File: src/rtl/pc_sequencer_pkg.sv
// Shared constants for the next-PC sequencer: FSM state encodings, PC step, NOP word.
package pc_seq_pkg;

  localparam logic [1:0] S_RUN   = 2'd0;
  localparam logic [1:0] S_STALL = 2'd1;
  localparam logic [1:0] S_PEND  = 2'd2;

  localparam int unsigned PC_INC = 4;

  // Encoded NOP (sll $0,$0,0) the pipeline uses for bubbles and flushed slots.
  localparam logic [31:0] NOP_INSTR = 32'h0000_0000;

  // Wide enough for LU_STALL_CYC up to 7.
  localparam int unsigned CNT_W = 3;

endpackage

File: src/rtl/pc_sequencer_if.sv
// Pipeline-control bundle between the next-PC sequencer (master) and the datapath (slave).
interface pc_sequencer_if #(
  parameter int unsigned DATA_W     = 32,
  parameter int unsigned REG_ADDR_W = 5
);
  logic [DATA_W-1:0]     pc_cur_i;
  logic                  imem_ready_i;
  logic                  ex_memread_i;
  logic [REG_ADDR_W-1:0] ex_rt_i;
  logic [REG_ADDR_W-1:0] id_rs_i;
  logic [REG_ADDR_W-1:0] id_rt_i;
  logic                  branch_taken_i;
  logic [DATA_W-1:0]     branch_target_i;
  logic                  jump_i;
  logic [DATA_W-1:0]     jump_target_i;
  logic [DATA_W-1:0]     pc_next_o;
  logic                  pcwrite_o;
  logic                  ifid_write_o;
  logic                  ifid_flush_o;
  logic                  idex_bubble_o;
  logic [31:0]           stall_cnt_o;
  logic [31:0]           flush_cnt_o;

  modport master (
    input  pc_cur_i, imem_ready_i, ex_memread_i, ex_rt_i, id_rs_i, id_rt_i,
           branch_taken_i, branch_target_i, jump_i, jump_target_i,
    output pc_next_o, pcwrite_o, ifid_write_o, ifid_flush_o, idex_bubble_o,
           stall_cnt_o, flush_cnt_o
  );

  modport slave (
    output pc_cur_i, imem_ready_i, ex_memread_i, ex_rt_i, id_rs_i, id_rt_i,
           branch_taken_i, branch_target_i, jump_i, jump_target_i,
    input  pc_next_o, pcwrite_o, ifid_write_o, ifid_flush_o, idex_bubble_o,
           stall_cnt_o, flush_cnt_o
  );
endinterface

File: src/rtl/pc_sequencer_load_use_detect.sv
// Combinational load-use hazard compare between the load in EX and the sources of ID.
module load_use_detect #(
  parameter int unsigned REG_ADDR_W = 5
) (
  input  logic                  ex_memread,
  input  logic [REG_ADDR_W-1:0] ex_rt,
  input  logic [REG_ADDR_W-1:0] id_rs,
  input  logic [REG_ADDR_W-1:0] id_rt,
  output logic                  load_use
);

  // Register 0 is hardwired, so a load targeting it never creates a hazard.
  always_comb begin
    load_use = ex_memread && (ex_rt != '0) && ((ex_rt == id_rs) || (ex_rt == id_rt));
  end

endmodule

File: src/rtl/pc_sequencer.sv
// Next-PC controller: redirect > load-use stall > I-mem wait > PC+4, with pending-redirect hold.
// Optional perf counters are built only when PC_SEQ_PERF_EN is defined.
module pc_sequencer
  import pc_seq_pkg::*;
#(
  parameter int unsigned       DATA_W       = 32,
  parameter int unsigned       REG_ADDR_W   = 5,
  parameter logic [DATA_W-1:0] RESET_PC     = '0,
  parameter int unsigned       LU_STALL_CYC = 1
) (
  input logic           clk_i,
  input logic           rst_n,
  pc_sequencer_if.master bus
);

  localparam logic [CNT_W-1:0] LU_CNT_INIT = CNT_W'(LU_STALL_CYC - 1);

  logic [1:0]        state, state_nxt;
  logic [CNT_W-1:0]  cnt, cnt_nxt;
  logic [DATA_W-1:0] pend_pc, pend_nxt;
  logic              load_use;
  logic              redirect;
  logic [DATA_W-1:0] target;
  logic [DATA_W-1:0] pc_seq;
  logic [DATA_W-1:0] pc_next;
  logic              pcwrite, ifid_write, ifid_flush, idex_bubble;

  load_use_detect #(.REG_ADDR_W(REG_ADDR_W)) u_lud (
    .ex_memread (bus.ex_memread_i),
    .ex_rt      (bus.ex_rt_i),
    .id_rs      (bus.id_rs_i),
    .id_rt      (bus.id_rt_i),
    .load_use   (load_use)
  );

  always_comb begin
    redirect    = bus.branch_taken_i | bus.jump_i;
    target      = bus.branch_taken_i ? bus.branch_target_i : bus.jump_target_i;
    pc_seq      = bus.pc_cur_i + DATA_W'(PC_INC);
    pc_next     = pc_seq;
    pcwrite     = 1'b0;
    ifid_write  = 1'b0;
    ifid_flush  = 1'b0;
    idex_bubble = 1'b0;
    state_nxt   = state;
    cnt_nxt     = cnt;
    pend_nxt    = pend_pc;

    if (state == S_PEND) begin
      ifid_flush = 1'b1;
      pc_next    = pend_pc;
      if (redirect) begin
        pc_next = target;
        if (bus.imem_ready_i) begin
          pcwrite   = 1'b1;
          state_nxt = S_RUN;
        end else begin
          pend_nxt = target;
        end
      end else if (bus.imem_ready_i) begin
        pcwrite   = 1'b1;
        state_nxt = S_RUN;
      end
    end else if (redirect) begin
      // Same handling from RUN and STALL: a redirect aborts any stall in progress.
      ifid_flush  = 1'b1;
      idex_bubble = 1'b1;
      pc_next     = target;
      if (bus.imem_ready_i) begin
        pcwrite   = 1'b1;
        state_nxt = S_RUN;
      end else begin
        pend_nxt  = target;
        state_nxt = S_PEND;
      end
    end else if (state == S_STALL) begin
      idex_bubble = 1'b1;
      cnt_nxt     = cnt - 1'b1;
      if (cnt <= CNT_W'(1)) state_nxt = S_RUN;
    end else if (load_use) begin
      idex_bubble = 1'b1;
      cnt_nxt     = LU_CNT_INIT;
      state_nxt   = (LU_STALL_CYC > 1) ? S_STALL : S_RUN;
    end else begin
      pcwrite    = bus.imem_ready_i;
      ifid_write = bus.imem_ready_i;
    end

    if (!rst_n) begin
      pc_next     = RESET_PC;
      pcwrite     = 1'b0;
      ifid_write  = 1'b0;
      ifid_flush  = 1'b0;
      idex_bubble = 1'b0;
    end
  end

  always_ff @(posedge clk_i or negedge rst_n) begin
    if (!rst_n) begin
      state   <= S_RUN;
      cnt     <= '0;
      pend_pc <= RESET_PC;
    end else begin
      state   <= state_nxt;
      cnt     <= cnt_nxt;
      pend_pc <= pend_nxt;
    end
  end

  always_comb begin
    bus.pc_next_o     = pc_next;
    bus.pcwrite_o     = pcwrite;
    bus.ifid_write_o  = ifid_write;
    bus.ifid_flush_o  = ifid_flush;
    bus.idex_bubble_o = idex_bubble;
  end

`ifdef PC_SEQ_PERF_EN
  logic [31:0] stall_cnt, flush_cnt;

  always_ff @(posedge clk_i or negedge rst_n) begin
    if (!rst_n) begin
      stall_cnt <= '0;
      flush_cnt <= '0;
    end else begin
      if (!pcwrite && !redirect && (stall_cnt != '1)) stall_cnt <= stall_cnt + 32'd1;
      if (redirect && (flush_cnt != '1))              flush_cnt <= flush_cnt + 32'd1;
    end
  end

  always_comb begin
    bus.stall_cnt_o = stall_cnt;
    bus.flush_cnt_o = flush_cnt;
  end
`else
  always_comb begin
    bus.stall_cnt_o = '0;
    bus.flush_cnt_o = '0;
  end
`endif

endmodule

File: src/flat_wrapper.sv
// flat-port wrapper written by rule: the top's interface ports become plain ports
module pc_sequencer_flat import pc_seq_pkg::*;
#(
  parameter int unsigned       DATA_W       = 32,
  parameter int unsigned       REG_ADDR_W   = 5,
  parameter logic [DATA_W-1:0] RESET_PC     = '0,
  parameter int unsigned       LU_STALL_CYC = 1
)
  (clk_i, rst_n, bus_pc_cur_i, bus_imem_ready_i, bus_ex_memread_i, bus_ex_rt_i, bus_id_rs_i, bus_id_rt_i, bus_branch_taken_i, bus_branch_target_i, bus_jump_i, bus_jump_target_i, bus_pc_next_o, bus_pcwrite_o, bus_ifid_write_o, bus_ifid_flush_o, bus_idex_bubble_o, bus_stall_cnt_o, bus_flush_cnt_o);
  pc_sequencer_if #(.DATA_W(DATA_W), .REG_ADDR_W(REG_ADDR_W)) bus_i ();
  input logic clk_i;
  input logic rst_n;
  input wire logic [$bits(bus_i.pc_cur_i)-1:0] bus_pc_cur_i;
  input wire logic [$bits(bus_i.imem_ready_i)-1:0] bus_imem_ready_i;
  input wire logic [$bits(bus_i.ex_memread_i)-1:0] bus_ex_memread_i;
  input wire logic [$bits(bus_i.ex_rt_i)-1:0] bus_ex_rt_i;
  input wire logic [$bits(bus_i.id_rs_i)-1:0] bus_id_rs_i;
  input wire logic [$bits(bus_i.id_rt_i)-1:0] bus_id_rt_i;
  input wire logic [$bits(bus_i.branch_taken_i)-1:0] bus_branch_taken_i;
  input wire logic [$bits(bus_i.branch_target_i)-1:0] bus_branch_target_i;
  input wire logic [$bits(bus_i.jump_i)-1:0] bus_jump_i;
  input wire logic [$bits(bus_i.jump_target_i)-1:0] bus_jump_target_i;
  output wire logic [$bits(bus_i.pc_next_o)-1:0] bus_pc_next_o;
  output wire logic [$bits(bus_i.pcwrite_o)-1:0] bus_pcwrite_o;
  output wire logic [$bits(bus_i.ifid_write_o)-1:0] bus_ifid_write_o;
  output wire logic [$bits(bus_i.ifid_flush_o)-1:0] bus_ifid_flush_o;
  output wire logic [$bits(bus_i.idex_bubble_o)-1:0] bus_idex_bubble_o;
  output wire logic [$bits(bus_i.stall_cnt_o)-1:0] bus_stall_cnt_o;
  output wire logic [$bits(bus_i.flush_cnt_o)-1:0] bus_flush_cnt_o;
  assign bus_i.pc_cur_i = bus_pc_cur_i;
  assign bus_i.imem_ready_i = bus_imem_ready_i;
  assign bus_i.ex_memread_i = bus_ex_memread_i;
  assign bus_i.ex_rt_i = bus_ex_rt_i;
  assign bus_i.id_rs_i = bus_id_rs_i;
  assign bus_i.id_rt_i = bus_id_rt_i;
  assign bus_i.branch_taken_i = bus_branch_taken_i;
  assign bus_i.branch_target_i = bus_branch_target_i;
  assign bus_i.jump_i = bus_jump_i;
  assign bus_i.jump_target_i = bus_jump_target_i;
  assign bus_pc_next_o = bus_i.pc_next_o;
  assign bus_pcwrite_o = bus_i.pcwrite_o;
  assign bus_ifid_write_o = bus_i.ifid_write_o;
  assign bus_ifid_flush_o = bus_i.ifid_flush_o;
  assign bus_idex_bubble_o = bus_i.idex_bubble_o;
  assign bus_stall_cnt_o = bus_i.stall_cnt_o;
  assign bus_flush_cnt_o = bus_i.flush_cnt_o;
  pc_sequencer #(.DATA_W(DATA_W), .REG_ADDR_W(REG_ADDR_W), .RESET_PC(RESET_PC), .LU_STALL_CYC(LU_STALL_CYC)) u_core (.clk_i(clk_i), .rst_n(rst_n), .bus(bus_i));
endmodule
File: config.mk
export PLATFORM = sky130hd
export DESIGN_NAME = pc_sequencer_flat
export DESIGN_NICKNAME = d
export VERILOG_FILES = /design/src/rtl/pc_sequencer_pkg.sv /design/src/rtl/pc_sequencer_if.sv /design/src/rtl/pc_sequencer_load_use_detect.sv /design/src/rtl/pc_sequencer.sv /design/src/flat_wrapper.sv
export SDC_FILE = /design/constraint.sdc
export NUM_CORES = 1
export LEC_CHECK = 0
export CAP_MARGIN = 20
export CELL_PAD_IN_SITES_DETAIL_PLACEMENT = 1
export CELL_PAD_IN_SITES_GLOBAL_PLACEMENT = 2
export CORE_UTILIZATION = 20
export DETAILED_ROUTE_END_ITERATION = 8
export GPL_TIMING_DRIVEN = 1
export PLACE_DENSITY = 0.84
export SYNTH_ARGS = -nofsm -noshare
export SYNTH_HDL_FRONTEND = slang
export SYNTH_SLANG_ARGS = --single-unit
File: constraint.sdc
create_clock -name clk_i -period 5.6 [get_ports clk_i]
set_clock_uncertainty 0.1 [all_clocks]
set_input_delay 1.12 -clock clk_i [delete_from_list [all_inputs] [get_ports clk_i]]
set_output_delay 1.12 -clock clk_i [all_outputs]
set_load 0.03 [all_outputs]
# Yosys cells after proc, flatten, opt, wreduce, memory -nomap -nowiden
# Index checks and enable logic that the tools add are counted.
# totals
out_inout_bits,100
wordCells,56
inputBits,117
regBits,37
# classes
reduce_logical,9
n_eq_ne,6
mux,31
addsub,2
magnitude_cmp,1
bitwise,4
# ops
operator,count
2-to-1 mux 32 bit,5
adder 32 x 3 -> 32 bit (second input constant),1
2-to-1 mux 1 bit,17
2-to-1 mux 2 bit,7
equality test 5 bit,2
2-to-1 mux 3 bit,2
AND reduction 3 bit,2
nonzero test 5 bit,1
!= test 4 x 2 -> 1 bit (second input constant),1
nonzero test 4 bit,1
<= comparator 3 x 1 -> 1 bit (second input constant),1
NOT 1 bit,3
subtractor 3 x 1 -> 3 bit (second input constant),1
equality test 2 x 1 -> 1 bit (second input constant),1
equality test 2 bit (second input constant),1
logical AND 1 bit,2
!= test 2 bit (second input constant),1
AND reduction 2 bit,1
nonzero test 2 bit,1
logical OR 1 bit,1
OR 1 bit,1

# Depth between registers and ports, before layout
# Gate-level depths: netlist (run 1).
# logic_depth
depth_word,8
depth_mapped,7
depth_no_buf,6

# Hierarchy
# A second synthesis (run 1) with hierarchy kept.
# hier_totals
hier_cells,521
area_unflattened_um2,3816.2
# by_module_without_submodules
mod,seq_area_each_um2,area_each_um2,instances,cells_per_inst
pc_sequencer,825.8,3691.0,1,504
load_use_detect,0.0,125.1,1,17

# Worst setup path after synthesis (run 1)
# Ideal clock, no wire load.
# synth_timing
kind,input to output
start,input port bus_pc_cur_i[17]
end,output port bus_pc_next_o[31]
t_arrival_ps,2888
path_buffers,0
cell_stages,5
setup_slack_ps,1492
cell_sequence,nand4_1 -> nor4_2 -> nand4_1 -> xor2_1 -> a221oi_1
# synth_between
elab_chain_len,4
# synth_lines
element,line_no,rtl
from (decl),flat_wrapper.sv:13,input wire logic [$bits(bus_i.pc_cur_i)-1:0] bus_pc_cur_i;
adder 32 x 3 -> 32 bit,pc_sequencer.sv:39,pc_seq = bus.pc_cur_i + DATA_W'(PC_INC);
2-to-1 mux 32 bit,pc_sequencer.sv:64,end else if (redirect) begin
2-to-1 mux 32 bit,pc_sequencer.sv:49,if (state == S_PEND) begin
2-to-1 mux 32 bit,pc_sequencer.sv:89,if (!rst_n) begin
to (decl),flat_wrapper.sv:23,output wire logic [$bits(bus_i.pc_next_o)-1:0] bus_pc_next_o;
# No other way between the ends.

# Worst setup path in the final report (run 1)
# layout_timing
start,input port bus_pc_cur_i[3]
end,output port bus_pc_next_o[26]
# Same word-level chain as after synthesis.

==> flow_metrics.tcl, run 1 <==
set metrics [dict create \
    hold_class "flop to flop" \
    cpMostUsedCell "clkdlybuf4s50_1" \
    drc 0 \
    core_area_um2 17300 \
    avgSynthCellArea_um2 7.16 \
    worstReg2RegEnd "u_core.state[1]$_DFFE_PN0P_" \
    fin_tns_setup_ns 0 \
    cts_hold_buf 0 \
    p_leak_nw 2.13 \
    wl_um 14400 \
    hold_depth 2 \
    critPathMaxStageDelay_ns 0.71 \
    clkTransAtPathRegs_ns 0.05 \
    die-area_um2 18300 \
    hp-start "u_core.pend_pc[3]$_DFFE_PN0P_" \
    area_growth_pct 47.9 \
    finalCritPeriodShare_pct 93.3 \
    nets 755 \
    port_buffers 152 \
    max-slew-margin-rel_pct 57.2 \
    yosysWarnings 0 \
    finalSetupViolCount 0 \
    crit_required_ns 4.38 \
    rows 48 \
    grt_use_total_pct 15.5 \
    cp.arrival_ns 4.01 \
    r2r_cells 2 \
    first_pass_iters 4 \
    grt_max_degree 65 \
    critical_path.slowest_cell "clkdlybuf4s50_1" \
    start_util_pct 20.5 \
    tightestPinTransition_ns 0.636 \
    synth.distinct_cells 38 \
    dp.final_hpwl_um 11600 \
    max_freq_mhz 191 \
    fin_util_pct 30.4 \
    outcome "finished clean" \
    crit_path_start_kind "input port" \
    grt_first_pass_wirelength_um 21700 \
    grt-ovfl-total 0 \
    drv_cap 0 \
    postLayoutSetupSlackWorst_ns 0.373 \
    htreeDepth 2 \
    grt_pass1_vias 4068 \
    drt-wirelength-per-cell_um 16.7 \
    ir_worst_vdd_mv 0.0975 \
    r2r_start "u_core.state[1]$_DFFE_PN0P_" \
    diodes 0 \
    rrSetupSlack_ns 4.27 \
    hold_end "u_core.pend_pc[3]$_DFFE_PN0P_" \
    grt_setup_unrepaired "false" \
    viasPerCell 4.50 \
    dr.first_iter.drc_count 115 \
    clk_path_buf_depth 2 \
    critPathMaxFanout 5 \
    postRouteAntennaNets 0 \
    cts_sinks 33 \
    power_mw 0.988 \
    post_cts_buffers 0 \
    place_congestion 0.815 \
    endpoint_kind "primary output" \
    ys_seq_area_share_pct 23.2 \
    clockRootBuffer "clkbuf_16" \
    timing.final.max_slew_violations 0 \
    cts_resized 0 \
    preCtsSetupSlack_ns 0.412 \
    cts_tree "built" \
    crit_start "bus_pc_cur_i[3]" \
    numCtsBuffers 5 \
    die_y_um 135 \
    yosys_register_bits 33 \
    insertion_delay_ns 0.28 \
    die_x_um 135 \
    nFillCells 2159 \
    path_buf_inv 2 \
    path_class "input port to primary output" \
    hold_violations 0 \
    finalCriticalPeriod_ns 5.23 \
    power.density_nw_per_um2 188 \
    synthCells 496 \
    io_pins 217 \
    cp_top_family "buffers and inverters" \
    via_count 3882 \
    final_layout_size_suffix_gt1_share_pct 5.49 \
    path_cells "clkdlybuf4s50_1 > ha_1 > nand4_1 > nor4_1 > nand3_1 > xor2_1 > a21oi_1 > clkdlybuf4s50_1" \
    netlist_area_um2 3550 \
    antenna_found_initial 0 \
]
[logic make-up after synthesis]
group,Yosys count,share of synthesized area (%)
AOI/OAI and AO/OA,134,21.8
and+or+nand+nor,177,24.3
DFF,33,23.2
buffers and inverters,99,17.2
adders and majority gates,1,0.352
muxes,14,3.94
xor gates and xnor gates,37,9.12
other,1,0.106
[cells in the mapped netlist]
cell type  number  share of area, %
nand2_1       100                11
buf_4          64                14
o21ai_0        58               8.2
dfrtp_1        33                23
a21oi_1        28               3.9
clkbuf_1       28               3.0
a21boi_0       20               4.2
o22ai_1        20               3.5
xor2_1         20               4.9
nand3_1        19               2.7
xnor2_1        17               4.2
mux2i_1        14               3.9
and3_1         11               1.9
nor2_1         11               1.2
nand4_1         9               1.6
nor3_1          7              0.99
inv_1           6              0.63
a221oi_1        3              0.74
nor3_2          3              0.85
nor4_1          3              0.53
nor2b_1         2              0.35
nor4_2          2              0.70
o211ai_1        2              0.42
or4_4           2              0.63
a21oi_2         1              0.25
and2_1          1              0.18
buf_1           1              0.11
conb_1          1              0.11
ha_1            1              0.35
nand2b_1        1              0.18
nand4_4         1              0.60
nor4_4          1              0.60
o211a_1         1              0.28
o31ai_1         1              0.21
or2_1           1              0.18
or2_2           1              0.18
or3_1           1              0.18
or4_1           1              0.21
[registers in the layout, summed over array words and instances (netlist names)]
signal and count:
u_core.pend_pc 32, u_core.state 1
[per-layer routing]
metal | vias to the layer above | part of all wire (%) | global-route usage, %
li1 | 1875 | - | -
met5 | - | 0 | 0
met3 | 7 | 4.6 | 1.83
met1 | 1874 | 44 | 19.2
met2 | 126 | 51 | 28.4
met4 | 0 | 0.75 | 3.12
[where the power goes]
| part | leakage, nW | switching, mW | total, mW | internal [mW] |
|---|---|---|---|---|
| sequential | 0.409 | 0.0189 | 0.288 | 0.269 |
| combinational | 1.64 | 0.239 | 0.405 | 0.166 |
| clock | 0.0799 | 0.107 | 0.295 | 0.188 |
[worst reg2reg max path: stages (launching register included)]
cell and delay, ns:
dfrtp_1 0.59, nor2_2 0.44, nor2_1 0.08
[layout make-up]
cell class,instances,area (um^2),share of cell area (%)
well taps,225,282,5.36
flip-flops and latches,33,826,15.7
inverters,6,22.5,0.428
clock buffers,7,153,2.90
repair buffers,164,1610,30.7
multi-input cells,427,2350,44.8
clock inverters,1,5.00,0.0952
[layout by cell type, fill, tap and decap left out, drive strengths merged, types with 7 or more instances in the layout]
master         netlist  routed
clkbuf              28       7
mux2i               14      14
and3                11      11
nand3               19      19
conb                 1      64
nor3                10      10
buf                 65      14
a21oi               29      29
dfrtp               33      33
o22ai               20      20
xnor2               17      17
clkdlybuf4s50        0     150
o21ai               58      58
xor2                20      20
a21boi              20      20
nand4               10      10
nand2              100     100
nor2                11      11
[metrics by stage]
stage | cell area [um^2] | hold slack (ns) | std cells
after global routing | 5260 | 0.409 | 863
after CTS | 5240 | 0.387 | 862
final | 5260 | 0.381 | 863
after floorplan | 3790 | 0.345 | 559
after global placement | 5080 | 0.360 | 854
after detailed placement | 5080 | 0.374 | 854
[worst max-delay path by stage]
stage,endpoint,cells past startpoint
floorplan,bus_pc_next_o[31],5
global placement,bus_pc_next_o[20],8
detailed placement,bus_pc_next_o[26],8
CTS,bus_pc_next_o[26],8
global route,bus_pc_next_o[26],8
finish,bus_pc_next_o[26],8
No activity file was read; power rests on OpenSTA's default activity.
==> inputs of run 2 (changes only) <==
- SETUP_SLACK_MARGIN: unset -> 0.4
==> flow_metrics.tcl, run 2 (synthesized netlist as in run 1, its figures left out) <==
set metrics [dict create \
    drv_cap 0 \
    area_growth_pct 48.1 \
    preCtsSetupSlack_ns 0.412 \
    reg_top3 "u_core.pend_pc: 32 flops, u_core.state: 1 flops" \
    grt-ovfl-total 0 \
    r2r_cells 2 \
    nFillCells 2160 \
    crit_path_start_kind "input port" \
    top_register "u_core.pend_pc" \
    die_y_um 135 \
    tightestPinTransition_ns 0.581 \
    final_layout_size_suffix_gt1_share_pct 5.64 \
    worstReg2RegEnd "u_core.state[1]$_DFFE_PN0P_" \
    hold_depth 2 \
    grt_setup_unrepaired "false" \
    max-slew-margin-rel_pct 61.3 \
    diodes 0 \
    postLayoutSetupSlackWorst_ns 0.543 \
    die-area_um2 18300 \
    nets 755 \
    clockRootBuffer "clkbuf_16" \
    ir_worst_vdd_mv 0.0976 \
    die_x_um 135 \
    finalSetupViolCount 0 \
    max_freq_mhz 198 \
    p_leak_nw 2.13 \
    cts_sinks 33 \
    r2r_start "u_core.state[1]$_DFFE_PN0P_" \
    viasPerCell 4.51 \
    grt_pass1_vias 4068 \
    drt-wirelength-per-cell_um 16.7 \
    insertion_delay_ns 0.27 \
    hp-start "u_core.pend_pc[3]$_DFFE_PN0P_" \
    grt_max_degree 65 \
    hold_violations 0 \
    final_common_cell "clkdlybuf4s50_1" \
    path_class "input port to primary output" \
    clk_path_buf_depth 2 \
    final_cell_mix "clkdlybuf4s50_1, nand2_1, conb_1, o21ai_0, dfrtp_1" \
    fin_tns_setup_ns 0 \
    cp.arrival_ns 3.84 \
    hold_class "flop to flop" \
    htreeDepth 2 \
    place_congestion 0.815 \
    first_pass_iters 4 \
    clkTransAtPathRegs_ns 0.05 \
    port_buffers 152 \
    crit_required_ns 4.38 \
    grt_use_total_pct 15.5 \
    numCtsBuffers 5 \
    io_pins 217 \
    outcome "finished clean" \
    finalCriticalPeriod_ns 5.06 \
    grt_first_pass_wirelength_um 21700 \
    rows 48 \
    start_util_pct 20.5 \
    timing.final.max_slew_violations 0 \
    via_count 3888 \
    core_area_um2 17300 \
    dr.first_iter.drc_count 118 \
    critPathMaxFanout 5 \
    antenna_found_initial 0 \
    dp.final_hpwl_um 11600 \
    wl_um 14400 \
    postRouteAntennaNets 0 \
    hold_end "u_core.pend_pc[3]$_DFFE_PN0P_" \
    rrSetupSlack_ns 4.27 \
    endpoint_kind "primary output" \
    largest_reg_flops 32 \
    cts_tree "built" \
    drc 0 \
    power.density_nw_per_um2 188 \
    finalCritPeriodShare_pct 90.3 \
]
[run 2: metrics by stage]
stage,area (um^2),util (%),hold slack (ns),total power [mW],instances
finish,5260,30.4,0.381,0.989,863
global route,5260,30.4,0.409,1.04,863
CTS,5240,30.3,0.387,0.996,862
detailed placement,5080,29.4,0.374,0.697,854
global placement,5080,29.4,0.360,0.686,854
floorplan,3790,-,0.345,0.540,559
[run 2: final cells by class]
cell class	count	area, um^2	share of cell area, %
clock buffers	7	153	2.90
clock inverters	1	5.00	0.0951
inverters	6	22.5	0.428
multi-input cells	427	2360	44.9
flip-flops and latches	33	826	15.7
well taps	225	282	5.35
repair buffers	164	1610	30.7
[run 2: worst max-delay path by stage]
stage	startpoint	to	slack [ns]	cells after the start
final	bus_pc_cur_i[3]	bus_pc_next_o[30]	0.54	8
after global routing	bus_pc_cur_i[3]	bus_pc_next_o[26]	0.40	8
after CTS	bus_pc_cur_i[3]	bus_pc_next_o[26]	0.41	8
after detailed placement	bus_pc_cur_i[2]	bus_pc_next_o[26]	0.41	8
after global placement	bus_pc_cur_i[2]	bus_pc_next_o[20]	0.45	8
after floorplan	bus_pc_cur_i[17]	bus_pc_next_o[31]	1.49	5
[run 2: report_power, final]
part	switching, mW	internal, mW	total (mW)
Combinational	0.239	0.166	0.405
Clock	0.107	0.188	0.295
Sequential	0.0189	0.269	0.288
[run 2: worst max-delay path, cell delays in order]
cell and delay (ns):
clkdlybuf4s50_1 0.53, ha_1 0.29, nand4_1 0.20, or2_2 0.38
nor4_2 0.32, xnor2_1 0.11, a21oi_1 0.18, clkdlybuf4s50_1 0.69
[run 2: metal layers]
| layer | wire (um) | GRT usage [%] | vias up | share of wire, % |
|---|---|---|---|---|
| met5 | 0 | 0 | - | 0 |
| li1 | - | - | 1876 | - |
| met4 | 108 | 3.12 | 0 | 0.75 |
| met1 | 6250 | 19.2 | 1871 | 43 |
| met3 | 733 | 1.83 | 7 | 5.1 |
| met2 | 7330 | 28.4 | 134 | 51 |
[run 2: what timing repair did]
| item | CTS | global route |
|---|---|---|
| setup buffers | 0 | 0 |
| gates resized for setup | 0 | 1 |
| endpoints found under the setup margin | 0 | 2 |
| hold buffers | 0 | 0 |
